===== config.mk =====
export PLATFORM = sky130hd
export DESIGN_NAME = reg_file_scoreboard
export DESIGN_NICKNAME = d
export VERILOG_FILES = /design/src/rtl/reg_file_scoreboard.sv
export SDC_FILE = /design/constraint.sdc
export NUM_CORES = 2
export LEC_CHECK = 0
export ABC_CLOCK_PERIOD_IN_PS = 17100
export CORE_MARGIN = 5
export CORE_UTILIZATION = 51
export CTS_BUF_LIST = sky130_fd_sc_hd__clkbuf_2 sky130_fd_sc_hd__clkbuf_4 sky130_fd_sc_hd__clkbuf_8
export DETAILED_ROUTE_END_ITERATION = 8
export PLACE_DENSITY = 0.67
export SYNTH_ARGS = -nofsm -noshare
export SYNTH_HDL_FRONTEND = slang
export SYNTH_SLANG_ARGS = --single-unit
export TNS_END_PERCENT = 1

===== constraint.sdc =====
create_clock -name clock -period 17.1 [get_ports clock]
set_clock_uncertainty 0.1 [all_clocks]
set_input_delay 4.275 -clock clock [delete_from_list [all_inputs] [get_ports clock]]
set_output_delay 4.275 -clock clock [all_outputs]
set_load 0.005 [all_outputs]

===== src/rtl/reg_file_scoreboard.sv =====
// reg_file_scoreboard: integer register file with bypassed reads and per-register pending-write scoreboard driving decode stall
module reg_file_scoreboard #(
  parameter int XLEN  = 32,
  parameter int NREGS = 32,
  parameter int AW    = 5,
  parameter int CNTW  = 2
) (
  input  logic            clock,
  input  logic            reset,
  input  logic [AW-1:0]   rs1_addr,
  input  logic [AW-1:0]   rs2_addr,
  input  logic            use_rs1,
  input  logic            use_rs2,
  output logic [XLEN-1:0] rs1_data,
  output logic [XLEN-1:0] rs2_data,
  input  logic            issue_valid,
  input  logic [AW-1:0]   issue_rd,
  input  logic            issue_wr,
  output logic            stall,
  input  logic            wb_en,
  input  logic [AW-1:0]   wb_addr,
  input  logic [XLEN-1:0] wb_data
);
  logic [XLEN-1:0] regs [NREGS];
  logic [CNTW-1:0] cnt  [NREGS];
  logic            hit1, hit2, hitd, busy1, busy2, full, accept;
  always_comb begin
    hit1     = wb_en && wb_addr == rs1_addr;
    hit2     = wb_en && wb_addr == rs2_addr;
    hitd     = wb_en && wb_addr == issue_rd;
    rs1_data = rs1_addr == '0 ? '0 : hit1 ? wb_data : regs[rs1_addr];
    rs2_data = rs2_addr == '0 ? '0 : hit2 ? wb_data : regs[rs2_addr];
    busy1    = use_rs1 && rs1_addr != '0 && cnt[rs1_addr] != '0 && !(cnt[rs1_addr] == CNTW'(1) && hit1);
    busy2    = use_rs2 && rs2_addr != '0 && cnt[rs2_addr] != '0 && !(cnt[rs2_addr] == CNTW'(1) && hit2);
    full     = issue_wr && issue_rd != '0 && cnt[issue_rd] == '1 && !hitd;
    stall    = issue_valid && (busy1 || busy2 || full);
    accept   = issue_valid && issue_wr && !stall;
  end
  always_ff @(posedge clock) begin
    if (reset) begin
      for (int r = 0; r < NREGS; r++) begin
        regs[r] <= '0;
        cnt[r]  <= '0;
      end
    end else begin
      if (wb_en && wb_addr != '0) regs[wb_addr] <= wb_data;
      for (int r = 1; r < NREGS; r++) begin
        if (accept && issue_rd == AW'(r) && !(wb_en && wb_addr == AW'(r) && cnt[r] != '0))
          cnt[r] <= cnt[r] + 1'b1;
        else if (wb_en && wb_addr == AW'(r) && cnt[r] != '0 && !(accept && issue_rd == AW'(r)))
          cnt[r] <= cnt[r] - 1'b1;
      end
    end
  end
endmodule


# Word-level counts from Yosys, hierarchy flattened

Memory sizes are Yosys's and may differ from the RTL's.
Cells that the tools add are included.

Word-level logic and storage cells: 766
Bits of input ports: 59
Output and inout bits: 65
Memories: 2
Bits in latches: 0
Memory bits (writable): 1088
Flip-flop bits (word level): 0
ROM bits: 0

Memory list:

| name | words | width | read ports | clocked after memory_dff | wr ports | line | RTL |
|---|---|---|---|---|---|---|---|
| regs | 32    | 32    | 2          | 0                        | 32       | 24   | `logic [XLEN-1:0] regs [NREGS];` |
| cnt  | 32    | 2     | 34         | 0                        | 32       | 25   | `logic [CNTW-1:0] cnt [NREGS];` |

Add/subtract/negate cells: 62
Mux-type cells: 291
Bitwise gates (word level): 62
Divide/modulo/power cells: 0
Equal/unequal tests: 68
Shifts and indexed selects: 0
Multiply operators: 0
Order comparisons: 0
Reduce and logical (&&, ||, !) cells: 281

Operators by type and width:

| cell                                                | number |
|---|---|
| two-way mux 1 bit                                   | 223 |
| logical AND 1 bit                                   | 173 |
| equality test 5 bit, second input constant          | 32 |
| two-way mux 32 bit                                  | 5 |
| two-way mux 2 bit                                   | 62 |
| equality test 5 x 4 -> 1 bit, second input constant | 16 |
| zero test 1 bit                                     | 66 |
| nonzero test 2 bit                                  | 33 |
| adder 2 x 1 -> 2 bit, second input constant         | 31 |
| bitwise OR 1 bit                                    | 62 |
| subtractor 2 x 1 -> 2 bit, second input constant    | 31 |
| equality test 5 x 3 -> 1 bit, second input constant | 8 |
| OR reduction 32 bit                                 | 1 |
| equality test 5 x 2 -> 1 bit, second input constant | 4 |
| nonzero test 5 bit                                  | 4 |
| equality test 5 bit                                 | 3 |
| equality test 5 x 1 -> 1 bit, second input constant | 2 |
| zero test 5 bit                                     | 2 |
| two-way mux 5 bit                                   | 1 |
| equality test 2 x 1 -> 1 bit, second input constant | 2 |
| equality test 2 bit, second input constant          | 1 |
| logical OR 1 bit                                    | 2 |

# Longest topological paths before layout

Depth in word-level cells: 18
Depth in mapped cells: 13
Depth with buffers taken out: 8

# Worst setup path after synthesis

OpenSTA, ideal clock, no wires.

Kind: in2out
Start: input rs1_addr[0]
End: output rs1_data[11]
Setup slack: 5.758 ns
Buffers on the path: 5
Data arrival time: 6.967 ns
Cell stages on the path: 9
Data required time: 12.725 ns
Cell sequence: buf_2 -> buf_2 -> buf_2 -> clkbuf_1 -> buf_1 -> mux4_2 -> mux4_2 -> mux2i_1 -> a211oi_1

Cells in the longest elaborated chain, start to end: 4
Elaborated cells on any way between the ends: 6
Classes of those cells: eq/ne: 1; mux: 2; reduce/logical: 2; memory: 1

Ends and longest elaborated chain:

| item                                                         | line | RTL |
|---|---|---|
| from (decl)                                                  | 10   | `input logic [AW-1:0] rs1_addr,` |
| branches (longest 3 deep; another with memory (32 x 32 bit)) | -    |  |
| two-way mux 32 bit (*)                                       | 31   | `rs1_data = rs1_addr == '0 ? '0 : hit1 ? wb_data : regs[rs1_addr];` |
| to (decl)                                                    | 14   | `output logic [XLEN-1:0] rs1_data,` |

Mark *: on every way between the ends.

# Final worst setup path

Start: input rs1_addr[0]
End: output rs1_data[9]

The elaborated chain is that of the path after synthesis.

==> flow_summary.ini <==
[timing]
setup_viol = 0
worst_slew_pin_slew_ps = 1250
finalMaxSlewViolations = 0
fmax_mhz = 78.2
rsz0062_at_grt = no
period_minus_slack_ps = 12790
fin_crit_sh_pct = 74.8
fin_tns_setup_ps = 0
slew_headroom_pct = 16.4
hold_viol = 0
hold_ws_ps = 593

[critical_path]
reg2reg_depth = 9
end_kind = output pin
critPathKind = in2out
rr_endpoint = cnt[14][1]
cp-start-kind = input pin
timing.rr.start = cnt[23][0]
critPathMaxFanout = 61
r2r_slack_ps = 13330
cp.arrival_ps = 8420
cp.required_ps = 12730

[cells_and_area]
multiInputGateArea_sq_um = 27000
layout_common_cells = edfxtp_1 (1086), and2_1 (993), mux4_2 (679)
layout_commonest_cell = edfxtp_1
num-nets-final = 4055
fillers = 9216
layout-drive-gt1-share_pct = 27.8
syn_to_final_growth_pct = 10.2
design_area_sq_um = 67000
regArea_sq_um = 32600

[route]
viasPerCell = 6.77
route.met2.wl_mm = 93.8
top_layer = met4
wl_met3_mm = 21.0
wire_per_inst_microns = 34.2
drtIter0Drc = 5536
ant_nets = 0
drc = 0
wl_met1_mm = 70.7
vias = 38400
drt_pass1_iterations = 6
wirelength_mm = 194

[global_route]
overflow = 0
grt_max_degree = 131
antenna_found_initial = 12
grt_pass1_wl_mm = 278
grt_pass1_vias = 38200
grt_use_total_pct = 30.8

[placement]
portBuffers = 123
post_dp_cell_area_sq_um = 63600
place.gp.congestion = 0.823
dp_hpwl_mm = 106

[pwr]
power.density_nw_per_um2 = 93.7
finalPower_mw = 6.28
leakage_nw = 22.5
ir_worst_vdd_v = 0.0000783

[min_path]
hold_class = reg2reg
hold_end = cnt[26][0]
holdPathStages = 1
worstHoldStart = cnt[26][0]

[floorplan]
io_pins = 124
start_util_pct = 51.4
die_h_microns = 355
core-area_sq_um = 118000
rows = 126
die_area_sq_um = 126000
die_w_microns = 355

[logic_synthesis]
synthDistinctLibCells = 61
synth_area_sq_um = 60800
syn_inst = 3977
yosysSeqAreaShare_pct = 53.6
ys_ff_latch = 1086
ys_async_sr_fraction_pct = 0
yosysWarnings = 0
synthFlopType = edfxtp_1
avgSynthCellArea_sq_um = 15.3
synth_edf_count = 1086

[cts]
cts_buffer_depth = 3
cts_setup_buffers = 0
post_cts_resized = 0
cts_tree = built
cts_hold_buffers = 0
path_clk_slew_ps = 50
htreeDepth = 4
clock_latency_ps = 860
cts_root_buf = clkbuf_8
clock-sinks = 1086
cts_made_buffers = 183

[run_status]
status = completed

[run]
maxCapViolCount = 0
==> through the flow <==
step	worst slack [ps]	std cells	util (%)
after CTS	4180	5674	56.7
after detailed placement	4170	5346	53.8
after floorplan	5760	4008	-
final	4310	5678	56.7
after global routing	4010	5676	56.7
after global placement	4180	5346	53.8
==> cells by family after synthesis <==
| kind of cell | synth area share, % |
|---|---|
| xor+xnor | 1.17 |
| simple gates | 14.0 |
| other cells | 0.00616 |
| fa+ha+maj | 0.0206 |
| compound gates | 1.99 |
| flops | 53.6 |
| mux | 26.5 |
| buf+inv | 2.73 |
==> sequential cells by signal (all words and copies together), names as in the netlist <==
| signal | cells |
|---|---|
| regs | 1024 |
| cnt | 62 |
==> report_power, final <==
group | internal (mW) | leakage, nW | switching, mW
Combinational | 0.415 | 10.3 | 0.445
Clock | 1.17 | 1.82 | 1.09
Sequential | 3.08 | 10.4 | 0.0842
==> cells in the mapped netlist, types with 3 or more instances <==
cell type     n  area, sq um
buf_1        38          143
o21bai_1      5         37.5
and2_1      993         6210
a22oi_1       7         52.6
nand3b_1     11         82.6
mux2_2        8         90.1
mux2i_1      73          731
nor4_1       22          138
and3b_1       3         26.3
nand2_1      65          244
xnor2_1      45          394
a31oi_1       3         18.8
o31ai_1      12         90.1
nor4_2        3         37.5
xor2_1       36          315
clkbuf_1    357         1340
nand4b_1      9         78.8
nand4_1      13         81.3
a211o_1       3         26.3
nor3_1       28          140
o21ai_0      36          180
edfxtp_1   1086        32600
a21oi_1      17         85.1
mux4_2      679        15300
nor2b_1      17          106
or4_1         7         52.6
or2_2        35          219
a211oi_1     65          488
or3_1        11         68.8
a221oi_1      4         35.0
nor2_1      166          623
inv_1         8         30.0
nand2b_1     35          219
buf_2        23          115
nor3b_1       4         30.0
o41ai_1       6         52.6
nand3_1      13         65.1
==> worst max-delay path: stages <==
cell and delay [ps]:
buf_8 550, buf_4 690, buf_4 750, mux4_2 590
mux4_2 480, mux2i_1 340, a211oi_1 130, clkdlybuf4s50_1 490
==> layout make-up <==
type,count,share of cell area (%)
diodes,4,0.0149
clock buffers,235,4.37
inverters,8,0.0597
flip-flops and latches,1086,48.6
clock inverters,93,0.793
multi-input cells,2493,40.2
repair buffers,223,3.07
well taps,1536,2.87
==> routing by layer <==
| layer | vias to the layer above | global-route usage [%] |
|---|---|---|
| met3 | 471 | 6.31 |
| met5 | - | 0 |
| met2 | 2499 | 50.1 |
| li1 | 15500 | - |
| met4 | 0 | 12.0 |
| met1 | 20000 | 41.4 |
==> how the worst max path moves through the flow <==
| stage | from | to | slack [ps] | cells after the start |
|---|---|---|---|---|
| global placement | rs1_addr[0] | rs1_data[9] | 4180 | 8 |
| floorplan | rs1_addr[0] | rs1_data[11] | 5760 | 9 |
| finish | rs1_addr[0] | rs1_data[9] | 4310 | 8 |
| detailed placement | rs1_addr[0] | rs1_data[9] | 4170 | 8 |
| global route | rs1_addr[0] | rs1_data[9] | 4010 | 8 |
| CTS | rs1_addr[0] | rs1_data[9] | 4180 | 8 |
Note: power is estimated with default switching activity, not from simulation.
